--- config.mk ---
export PLATFORM = sky130hd
export DESIGN_NAME = rv_wb_unit
export DESIGN_NICKNAME = d
export VERILOG_FILES = /design/src/rtl/rv_pkg.sv /design/src/rtl/rv_lq_fifo.sv /design/src/rtl/rv_wb_unit.sv
export SDC_FILE = /design/constraint.sdc
export NUM_CORES = 1
export LEC_CHECK = 0
export CAP_MARGIN = 0
export CORE_MARGIN = 8
export CORE_UTILIZATION = 50
export DETAILED_ROUTE_END_ITERATION = 8
export GPL_ROUTABILITY_DRIVEN = 0
export PLACE_DENSITY = 0.87
export RECOVER_POWER = 25
export SYNTH_ARGS = -nofsm -noshare
export SYNTH_HDL_FRONTEND = slang
export SYNTH_HIERARCHICAL = 1
export SYNTH_SLANG_ARGS = --single-unit
--- constraint.sdc ---
create_clock -name i_clk -period 6.5 [get_ports i_clk]
set_input_delay 1.3 -clock i_clk [delete_from_list [all_inputs] [get_ports i_clk]]
set_output_delay 1.3 -clock i_clk [all_outputs]
set_load 0.01 [all_outputs]
--- src/rtl/rv_pkg.sv ---
// Shared types and helpers for the writeback stage: load funct3 codes, the
// load-queue entry layout and the byte/half extraction function.
package rv_pkg;

    localparam int XLEN = 32;

    localparam logic [2:0] F3_LB  = 3'b000;
    localparam logic [2:0] F3_LH  = 3'b001;
    localparam logic [2:0] F3_LW  = 3'b010;
    localparam logic [2:0] F3_LBU = 3'b100;
    localparam logic [2:0] F3_LHU = 3'b101;

    typedef struct packed {
        logic [4:0]      rd;
        logic [2:0]      funct3;
        logic [1:0]      off;
        logic [XLEN-1:0] word;
    } lq_entry_t;

    // Halfword selection uses off[1] only; misaligned halves are not split.
    function automatic logic [XLEN-1:0] load_extract(
        input logic [2:0]      funct3,
        input logic [1:0]      off,
        input logic [XLEN-1:0] word
    );
        logic [7:0]  b;
        logic [15:0] h;
        b = word[8*off +: 8];
        h = off[1] ? word[31:16] : word[15:0];
        case (funct3)
            F3_LB:   load_extract = {{(XLEN-8){b[7]}}, b};
            F3_LBU:  load_extract = {{(XLEN-8){1'b0}}, b};
            F3_LH:   load_extract = {{(XLEN-16){h[15]}}, h};
            F3_LHU:  load_extract = {{(XLEN-16){1'b0}}, h};
            default: load_extract = word;
        endcase
    endfunction

endpackage

--- src/rtl/rv_lq_fifo.sv ---
// Synchronous FIFO for buffered load responses. Push side is valid/ready,
// pop side is a strobe; the head entry is visible whenever count != 0.
module rv_lq_fifo #(
    parameter int DEPTH = 2,
    parameter int WIDTH = 8
) (
    input  logic                     clk,
    input  logic                     reset,
    input  logic                     push_valid,
    output logic                     push_ready,
    input  logic [WIDTH-1:0]         push_data,
    input  logic                     pop,
    output logic [WIDTH-1:0]         head,
    output logic [$clog2(DEPTH):0]   count
);

    localparam int PW = $clog2(DEPTH);
    localparam logic [PW:0] FULL_CNT = (PW+1)'(DEPTH);

    logic [WIDTH-1:0] mem [DEPTH];
    logic [PW-1:0]    wr_ptr;
    logic [PW-1:0]    rd_ptr;
    logic             push_fire;
    logic             pop_fire;

    // Ready comes from the registered count only, so a full queue refuses
    // a push even on the cycle it pops.
    assign push_ready = (count < FULL_CNT);
    assign push_fire  = push_valid && push_ready;
    assign pop_fire   = pop && (count != '0);
    assign head       = mem[rd_ptr];

    always_ff @(posedge clk) begin
        if (reset) begin
            wr_ptr <= '0;
            rd_ptr <= '0;
            count  <= '0;
        end else begin
            if (push_fire) wr_ptr <= wr_ptr + 1'b1;
            if (pop_fire)  rd_ptr <= rd_ptr + 1'b1;
            case ({push_fire, pop_fire})
                2'b10:   count <= count + 1'b1;
                2'b01:   count <= count - 1'b1;
                default: count <= count;
            endcase
        end
    end

    always_ff @(posedge clk) begin
        if (!reset && push_fire) mem[wr_ptr] <= push_data;
    end

endmodule

--- src/rtl/rv_wb_unit.sv ---
// Writeback stage: merges ALU results with queued load responses onto the
// register-file write port and tracks outstanding loads for decode.
module rv_wb_unit
    import rv_pkg::*;
#(
    parameter int LQ_DEPTH = 2,
    parameter int XLEN     = rv_pkg::XLEN
) (
    input  logic            i_clk,
    input  logic            i_reset,
    input  logic            i_alu_valid,
    input  logic [4:0]      i_alu_rd,
    input  logic [XLEN-1:0] i_alu_data,
    input  logic            i_ld_issue,
    input  logic [4:0]      i_ld_issue_rd,
    input  logic            i_lresp_valid,
    output logic            o_lresp_ready,
    input  logic [4:0]      i_lresp_rd,
    input  logic [2:0]      i_lresp_funct3,
    input  logic [1:0]      i_lresp_off,
    input  logic [XLEN-1:0] i_lresp_word,
    output logic [4:0]      o_rd_addr,
    output logic [XLEN-1:0] o_rd_data,
    output logic            o_rd_wren,
    output logic [31:0]     o_pending
);

    localparam int CW = $clog2(LQ_DEPTH) + 1;

    lq_entry_t     push_entry;
    lq_entry_t     head;
    logic [CW-1:0] lq_count;
    logic          ld_sel;
    logic [31:0]   pending_next;

    assign push_entry = '{rd: i_lresp_rd, funct3: i_lresp_funct3,
                          off: i_lresp_off, word: i_lresp_word};

    // Handshake: a response transfers on any edge where i_lresp_valid and
    // o_lresp_ready are both high; the ALU path has no back-pressure.
    rv_lq_fifo #(
        .DEPTH (LQ_DEPTH),
        .WIDTH ($bits(lq_entry_t))
    ) lq (
        .clk        (i_clk),
        .reset      (i_reset),
        .push_valid (i_lresp_valid),
        .push_ready (o_lresp_ready),
        .push_data  (push_entry),
        .pop        (ld_sel),
        .head       (head),
        .count      (lq_count)
    );

    assign ld_sel = !i_alu_valid && (lq_count != '0);

    always_comb begin
        pending_next = o_pending;
        if (ld_sel)                           pending_next[head.rd] = 1'b0;
        if (i_ld_issue)                       pending_next[i_ld_issue_rd] = 1'b1;
        pending_next[0] = 1'b0;
    end

    always_ff @(posedge i_clk) begin
        if (i_reset) begin
            o_rd_wren <= 1'b0;
            o_rd_addr <= '0;
            o_rd_data <= '0;
            o_pending <= '0;
        end else begin
            o_pending <= pending_next;
            if (i_alu_valid) begin
                o_rd_wren <= (i_alu_rd != 5'd0);
                o_rd_addr <= i_alu_rd;
                o_rd_data <= i_alu_data;
            end else if (ld_sel) begin
                o_rd_wren <= (head.rd != 5'd0);
                o_rd_addr <= head.rd;
                o_rd_data <= load_extract(head.funct3, head.off, head.word);
            end else begin
                o_rd_wren <= 1'b0;
            end
        end
    end

endmodule

==> results of run 1 <==
[cells by family after synthesis]
group / Yosys count / share of synthesized area, %
fa+ha+maj: 1 / 0.181
simple gates: 187 / 14.6
flops: 158 / 57.8
compound gates: 158 / 15.5
xor+xnor: 4 / 0.506
other cells: 1 / 0.0541
mux: 51 / 8.13
buf+inv: 54 / 3.29
[stage by stage]
stage | instance area [µm²] | std cells | util (%)
after global routing | 9210 | 947 | 67.2
after global placement | 8600 | 915 | 62.7
final | 9210 | 947 | 67.2
after CTS | 9210 | 947 | 67.2
after detailed placement | 8600 | 915 | 62.7
after floorplan | 6930 | 614 | -
[layout make-up]
class / instances / area (µm²) / share of cell area [%]
Sequential cell: 158 / 4010 / 43.5
Clock buffer: 19 / 443 / 4.81
Multi-Input combinational cell: 402 / 2710 / 29.4
Timing Repair Buffer: 165 / 1620 / 17.6
Clock inverter: 13 / 171 / 1.86
Inverter: 10 / 37.5 / 0.407
Tap cell: 180 / 225 / 2.44
[registers in the layout, indices dropped and copies added (netlist names), named ones only]
name       cells
lq/mem        84
o_rd_data     32
o_pending     31
o_rd_addr      5
lq/count       2
lq/rd_ptr      1
lq/wr_ptr      1
o_rd_wren      1
[layout by cell type, fill, tap and decap left out, drive strengths merged, types with 2 or more instances in the layout]
master / netlist / final
clkdlybuf4s50: 0 / 117
edfxtp: 84 / 84
dfxtp: 74 / 74
nand2: 59 / 59
o21ai: 53 / 53
a21oi: 49 / 49
mux2: 42 / 42
dlygate4sd3: 0 / 39
nor2b: 33 / 33
nor3: 24 / 24
clkbuf: 26 / 19
a2111oi: 18 / 18
nor2: 15 / 15
nor3b: 14 / 14
inv: 10 / 10
nand3b: 10 / 10
or3: 10 / 10
mux2i: 9 / 9
buf: 18 / 9
nand2b: 8 / 8
o221ai: 7 / 7
clkinv: 0 / 6
o31ai: 5 / 5
a21o: 5 / 5
bufinv: 0 / 4
o32ai: 3 / 3
o2111ai: 3 / 3
a221oi: 3 / 3
nand3: 3 / 3
clkinvlp: 0 / 3
o22ai: 3 / 3
or3b: 3 / 3
o41ai: 3 / 3
or2: 2 / 2
and3b: 2 / 2
xor2: 2 / 2
xnor2: 2 / 2
[worst min-delay path by stage]
stage	endpoint	cells past startpoint	startpoint	slack, ps
2_1_floorplan	flip-flop	2	lq/rd_ptr$_SDFFE_PP0P_	480
3_3_place_gp	o_pending[22]$_SDFF_PP0_	2	o_pending[22]$_SDFF_PP0_	460
3_5_place_dp	o_pending[20]$_SDFF_PP0_	2	o_pending[20]$_SDFF_PP0_	470
4_1_cts	o_pending[20]$_SDFF_PP0_	2	o_pending[20]$_SDFF_PP0_	480
5_1_grt	o_pending[18]$_SDFF_PP0_	2	o_pending[18]$_SDFF_PP0_	500
6_report	o_pending[20]$_SDFF_PP0_	2	o_pending[20]$_SDFF_PP0_	480
[where the power goes]
group          internal [mW]  total [mW]  switching [mW]
Clock                  0.647        1.03           0.384
Sequential              1.16        1.23          0.0665
Combinational          0.319       0.763           0.444
[per-layer routing]
layer	vias up	track usage [%]	part of all wire, %
li1	2553	-	-
met1	2660	27.5	41
met2	289	36.0	48
met3	39	5.84	8.2
met4	0	9.30	2.6
met5	-	0	0
[Yosys cell counts (3+ instances only)]
| library cell | instances | area, µm² |
|---|---|---|
| nand2b_1 | 8 | 50.1 |
| buf_1 | 5 | 18.8 |
| edfxtp_1 | 84 | 2520 |
| o31ai_1 | 5 | 37.5 |
| o32ai_1 | 3 | 26.3 |
| a2111oi_0 | 8 | 70.1 |
| buf_2 | 11 | 55.1 |
| a221oi_1 | 3 | 26.3 |
| mux2_1 | 42 | 473 |
| o2111ai_1 | 3 | 26.3 |
| nor3_1 | 22 | 110 |
| o221ai_1 | 7 | 61.3 |
| a21oi_1 | 49 | 245 |
| a21o_1 | 5 | 37.5 |
| nand3b_1 | 10 | 75.1 |
| or3_1 | 10 | 62.6 |
| o21ai_0 | 52 | 260 |
| a2111oi_2 | 10 | 150 |
| nor2_1 | 15 | 56.3 |
| nand3_1 | 3 | 15.0 |
| nor2b_1 | 33 | 206 |
| inv_1 | 10 | 37.5 |
| mux2i_1 | 9 | 90.1 |
| dfxtp_1 | 74 | 1480 |
| clkbuf_1 | 26 | 97.6 |
| nor3b_1 | 14 | 105 |
| nand2_1 | 59 | 221 |
[worst min-delay path, delay by kind of cell, from the launching register on]
family	cells	cell delay, ps
flops	1	300
compound gates	2	120
==> reports/metrics.cfg, run 1 <==
[floorplanning]
dieArea_um2=17900
num_rows=43
ios=160
start_util_pct=50.5
dieHeight_um=134
core_area_um2=13700
die_w_um=134

[synthesis]
syn_inst=614
syn_area_per_cell_um2=11.3
yosysSeqAreaShare_pct=57.8
synth_fp_nets=704
synthArstFlopShare_pct=0
synthFlopType=edfxtp_1
syn-cell-area_um2=6930
synth_edf_count=84
yosysWarnings=6
synth_seq_cells=158
synth.distinct_cells=53

[drt]
drt_iter0_drc=568
route.detailed.drc=0
num_vias=5541
drt-pass1-iter-count=7
wl_per_cell_um=20.8
ant_nets=0
avgViaCountPerCell=5.85
routed_wl_mm=19.7

[placement]
pre_cts_ws_ps=2780
dpl.hpwl_mm=13.8
io_buffers=158

[sta]
setup_viol=0
fin_skew_ps=10.7
period_needed_ps=3490
drv_slew=0
rsz0062_at_grt=no
clock.fmax_mhz=287
hold_slack_ps=478
period_share_pct=53.7
tightest_slew_ps=1260
setup_tns_ps=0
slew_headroom_pct=15.5
setup_ws_ps=3010
finalHoldViolations=0

[cells_and_area]
final_net_count=844
synthToLayoutAreaGrowth_pct=33.0
n_antenna_cell=0
fillers=960
drive_above_1_share_pct=8.21

[worst_setup_path]
slowest_stage=o41ai_4
r2r_slack_ps=3010
slowest_delay_ps=1120
worstSetupPathType=flip-flop to flip-flop
crit_path_end_kind=flip-flop
critical_path_required_ps=6720
path_depth=6
crit_family=compound AO/OA/AOI/OAI gates
rr_endpoint=o_rd_data[19]$_SDFFE_PP0P_
endpoint=o_rd_data[19]$_SDFFE_PP0P_
worstPathCellList=buf_4 -> mux2_1 -> mux2i_1 -> nor3_2 -> o41ai_4 -> a2111oi_0
r2r_cells=6
cp.arrival_ps=3710
cp_max_fo=23
startpoint_type=flip-flop
cp_num_buf_inv=1

[power]
powerDensity_nw_per_um2=328
total_power_mw=3.02
p_leak_nw=3.12
ir_drop_v=0.000242

[global_route]
grt_antenna_before_repair=0
gr-total-overflow=0
grt_pass1_wl_mm=31.3
grt_util_all_layers_pct=22.2
grt_pass1_vias=5781
grt_max_degree=75

[clock_tree]
clockBufferDepth=2
cts.repair.resized=0
cts_hold_buf=0
clock-sinks=158
clkLatencyLatePin_ps=420
postCtsSetupBuffers=0
cts_tree=done
clockRootBuffer=clkbuf_16
cts_inserted_buffers=17
h-tree-depth=4
cts.clk_slew.worst_paths_ps=60

[job]
maxCapViolations=0

[worst_hold_path]
hp-class=flip-flop to flip-flop

[outcome]
status=completed

(Power assumes the default switching activity.)
==> run 2, diff against run 1 <==
==> constraint.sdc (replaced) <==
create_clock -name i_clk -period 3.5 [get_ports i_clk]
set_input_delay 0.7 -clock i_clk [delete_from_list [all_inputs] [get_ports i_clk]]
set_output_delay 0.7 -clock i_clk [all_outputs]
set_load 0.01 [all_outputs]
==> run 2 against run 1 <==
Effect of this change: clock power up 60%; sequential power up 85%; power up 77%; via count up 1.6%; die area unchanged; final cell count up 0.42%; critical path depth up 1; wire length up 0.66%; global-route usage down 0.67 points; non-clock buffer count up 3; flip-flop and latch count unchanged; maximum frequency up 25%; critical endpoint is now o_rd_data[30]$_SDFFE_PP0P_; largest cell class unchanged.
==> reports/metrics.cfg, run 2 (synthesized netlist as in run 1, its figures left out) <==
[clock_tree]
cts_hold_buf=0
cts_tree=done
cts.clk_slew.worst_paths_ps=60
postCtsSetupBuffers=0
clkLatencyLatePin_ps=420
clockRootBuffer=clkbuf_16
cts.repair.resized=0
h-tree-depth=4
cts_inserted_buffers=17
clockBufferDepth=2
clock-sinks=158

[placement]
io_buffers=158
dp_cells=918
dpl.hpwl_mm=14.3

[sta]
drv_slew=0
slew_headroom_pct=41.0
tightest_slew_ps=882
fin_skew_ps=8.97
finalHoldViolations=0
clock.fmax_mhz=357
period_share_pct=80.0
period_needed_ps=2800
setup_tns_ps=0
setup_viol=0
rsz0062_at_grt=no
hold_slack_ps=493

[floorplanning]
ios=160
core_area_um2=13700
start_util_pct=50.5
dieArea_um2=17900
num_rows=43
dieHeight_um=134
die_w_um=134

[drt]
ant_nets=0
drt-pass1-iter-count=7
drt_iter0_drc=538
wl_per_cell_um=20.9
route.detailed.drc=0
routed_wl_mm=19.9
avgViaCountPerCell=5.92
num_vias=5629

[cells_and_area]
reg.largest.list=lq/mem: 84 flops, o_rd_data: 32 flops, o_pending: 31 flops
fillers=971
synthToLayoutAreaGrowth_pct=32.3
regMostFlops=lq/mem
final_common_cell=clkdlybuf4s50_1
largest_reg_flops=84
final_cell_mix=clkdlybuf4s50_1 (116), edfxtp_1 (84), dfxtp_1 (73)
stdcell_count=951
drive_above_1_share_pct=8.18
final_net_count=847

[power]
ir_drop_v=0.000381
p_leak_nw=3.10
p_clk_share_pct=30.7
netSwitchingFraction_pct=30.9
combPwrFrac_pct=26.7
powerDensity_nw_per_um2=585
power_switching_mw=1.66
seqPwrFrac_pct=42.5
p_int_mw=3.71

[global_route]
grt_pass1_vias=5663
grt_pass1_wl_mm=30.4
gr-total-overflow=0
grt_util_all_layers_pct=21.5
grt_antenna_before_repair=1
grt_max_degree=74

[worst_setup_path]
cp_max_fo=18
startpoint_type=flip-flop
slowest_stage=dfxtp_2
crit_family=flip-flops
worstSetupPathType=flip-flop to flip-flop
slowest_delay_ps=630
cp_num_buf_inv=2
crit_top_cell=buf_4
cp.arrival_ps=3070
worstPathCellList=buf_4 -> mux2_1 -> mux2i_1 -> nor3_2 -> o41ai_4 -> buf_4 -> a2111oi_0
crit_path_end_kind=flip-flop
critical_path_required_ps=3770

[outcome]
status=completed

[job]
maxCapViolations=0

[worst_hold_path]
hp-class=flip-flop to flip-flop

==> run 2: power by group through the flow <==
stage | clock, mW | sequential (mW) | combinational [mW]
after floorplan | 0 | 2.32 | 0.835
after detailed placement | 0 | 2.32 | 1.42
after global placement | 0 | 2.31 | 1.37
after CTS | 1.66 | 2.28 | 1.43
after global routing | 1.73 | 2.30 | 1.54
final | 1.65 | 2.28 | 1.43
==> run 2: final timing paths <==
kind,startpoint,end,slack [ps],cells after the start
max reg2reg,flip-flop,o_rd_data[30]$_SDFFE_PP0P_,700,7
min,o_pending[8]$_SDFF_PP0_,o_pending[8]$_SDFF_PP0_,490,2
min reg2reg,o_pending[8]$_SDFF_PP0_,o_pending[8]$_SDFF_PP0_,490,2
max,flip-flop,o_rd_data[30]$_SDFFE_PP0P_,700,7
==> run 2: cell type report <==
class | count | area [µm²] | share of cell area [%]
timing repair buffer | 168 | 1650 | 18.0
clock buffer | 22 | 465 | 5.08
clock inverter | 10 | 65.1 | 0.710
multi-input combinational | 402 | 2720 | 29.7
sequential | 158 | 4010 | 43.7
tap | 180 | 225 | 2.46
antenna | 1 | 2.50 | 0.0273
inverter | 10 | 37.5 | 0.409
==> run 2: per-layer routing <==
layer  vias to the layer above  track usage, %  share of wire (%)
li1                       2566               -                  -
met3                        45            5.87                8.6
met2                       310            35.2                 48
met5                         -               0                  0
met4                         0            8.55                2.6
met1                      2708            26.4                 41
==> run 2: metrics by stage <==
| step | power [mW] | instance area (µm²) | util [%] | setup slack [ps] |
|---|---|---|---|---|
| 5_1_grt | 5.58 | 9170 | 66.8 | 523 |
| 3_3_place_gp | 3.68 | 8630 | 62.9 | 905 |
| 4_1_cts | 5.38 | 9170 | 66.8 | 708 |
| 2_1_floorplan | 3.16 | 6940 | - | 544 |
| 3_5_place_dp | 3.74 | 8630 | 62.9 | 730 |
| 6_report | 5.36 | 9170 | 66.8 | 702 |
==> run 2: tightest hold or removal path, delay by kind of cell (launching register included) <==
family          cells  cell delay [ps]
compound gates      2              140
flops               1              310
==> patch: new RTL, config.mk and constraints of run 1 <==
`o_pending` no longer has a reset.
--- a/src/rtl/rv_wb_unit.sv
+++ b/src/rtl/rv_wb_unit.sv
@@ -66,9 +66,7 @@
             o_rd_wren <= 1'b0;
             o_rd_addr <= '0;
             o_rd_data <= '0;
-            o_pending <= '0;
         end else begin
-            o_pending <= pending_next;
             if (i_alu_valid) begin
                 o_rd_wren <= (i_alu_rd != 5'd0);
                 o_rd_addr <= i_alu_rd;
@@ -83,5 +81,9 @@
         end
     end
 
+    always_ff @(posedge i_clk) begin
+        o_pending <= pending_next;
+    end
+
 endmodule
 
Function: changed (a bounded check fails within 4 cycles, from zero or initial values and one cycle with i_reset high).
==> patch against run 1 <==
  * The flow now finishes with violations (DRC)
  * Sequential cell count did not move
  * Design area down 3.4%
  * Global-route usage fell by 0.86 points
  * Total power grew 8.6%
  * Routed wire length decreased by 4.7%
  * Area after synthesis is 4.1% lower
  * First-iteration DRC count rose by 25%
  * Worst setup slack hardly changed
  * Critical endpoint is now lq/count[1]
==> patch: results (changes against run 1) <==
- Worst Path Max Fanout: 74 (+220%)
- Worst path top cell family by delay: buffers and inverters
- Critical Path Source Type: primary input
- Sequential cell area fraction in the yosys report: 0.603 (+0.0249)
- Vias/cell: 6.09 (+4.1%)
- DRC Markers: 1 (+1)
- Hold Path Origin: o_pending[8]
- CP max stage delay: 0.53 ns (-0.59 ns)
- Reg2reg setup slack: 3.50 ns (+0.49 ns)
- Net count after synthesis: 659 (-6.4%)
- P_leak: 3.12 nW (-0.26%)
- Switching power: 1.02 mW (+14%)
- Hold path endpoint: o_pending[8]
- Global-route wire length before repair: 29500 um (-5.7%)
- Final nets: 806 (-4.5%)
- Met1 wire length: 7080 um (-12%)
- Slowest stage cell, crit path: buf_4
- Count of cell types in the netlist: 55 (+3.8%)
- Outcome: finished, violations left
- Worst Skew: 0.00767 ns (-0.00304 ns)
- R2r endpoint: o_rd_data[23]
- Met3 wire length: 1850 um (+14%)
- GRT Resource Usage Total: 0.213 (-0.00856)
- Fill count: 940 (-2.1%)
- Violated checks: DRC
patch: cell count changes after synthesis, moves of 5 or more:
| cell | delta |
|---|---|
| nor3b_1 | -8 |
| o21ai_0 | +23 |
| o221ai_1 | -6 |
| a2111oi_2 | -10 |
| a211oi_1 | +7 |
| a2111oi_0 | +9 |
| and3_1 | +7 |
| buf_2 | -5 |
| nor2b_1 | -7 |
| nand2b_1 | -6 |
| a21oi_1 | -30 |
| nand2_1 | -9 |
patch: worst max path at each step:
stage,endpoint,slack (ns),cells past startpoint
floorplan,lq/mem[1][0],1.47,2
detailed placement,lq/count[1],2.66,8
global route,lq/count[1],2.88,8
CTS,lq/count[1],3.07,8
finish,lq/count[1],3.01,8
global placement,lq/count[1],2.85,8
patch: logic make-up (layout without fill, tap and decap cells):
logic type,Yosys count,count (layout),share of synthesized area
AO/OA/AOI/OAI,153,153,0.147
XOR/XNOR,4,4,0.00528
adder cells (fa/ha/maj),1,1,0.00188
buffers and inverters,45,205,0.0294
flip-flops,158,158,0.603
multiplexers,55,55,0.0929
other,1,1,0.000565
AND/OR/NAND/NOR,152,152,0.121
patch: power by group through the flow:
stage	Sequential (mW)	Combinational (mW)	Clock, mW
finish	1.34	0.992	0.949
global route	1.36	1.06	0.998
CTS	1.34	0.992	0.956
detailed placement	1.36	0.980	0
global placement	1.35	0.945	0
floorplan	1.39	0.458	0
patch: worst reg2reg max path, cell delays in order, from the launching register on:
cell,delay (ns)
dfxtp_2,0.54
buf_4,0.45
mux2_1,0.44
mux4_2,0.52
or2_1,0.27
a21oi_4,0.42
a2111oi_0,0.21
patch: area by class of cell:
cell class	count	area, um^2	share of cell area
well taps	176	220	0.0247
repair buffers	165	1630	0.183
flip-flops and latches	158	4010	0.450
clock buffers	19	443	0.0498
inverters	8	30.0	0.00337
clock inverters	13	121	0.0136
multi-input cells	366	2450	0.276
patch: layer usage:
layer | vias up | GRT usage
li1 | 2436 | -
met5 | - | 0
met4 | 0 | 0.0913
met2 | 388 | 0.362
met1 | 2635 | 0.240
met3 | 53 | 0.0728
patch: per-stage QoR:
step                utilization  instance area (um^2)  total power, mW  std cells  worst slack, ns
floorplan                     -                  6640             1.85        569             1.47
global placement          0.637                  8340             2.29        873             2.85
detailed placement        0.637                  8340             2.34        873             2.66
CTS                       0.680                  8900             3.29        905             3.07
global route              0.680                  8900             3.42        905             2.88
finish                    0.680                  8900             3.28        905             3.01
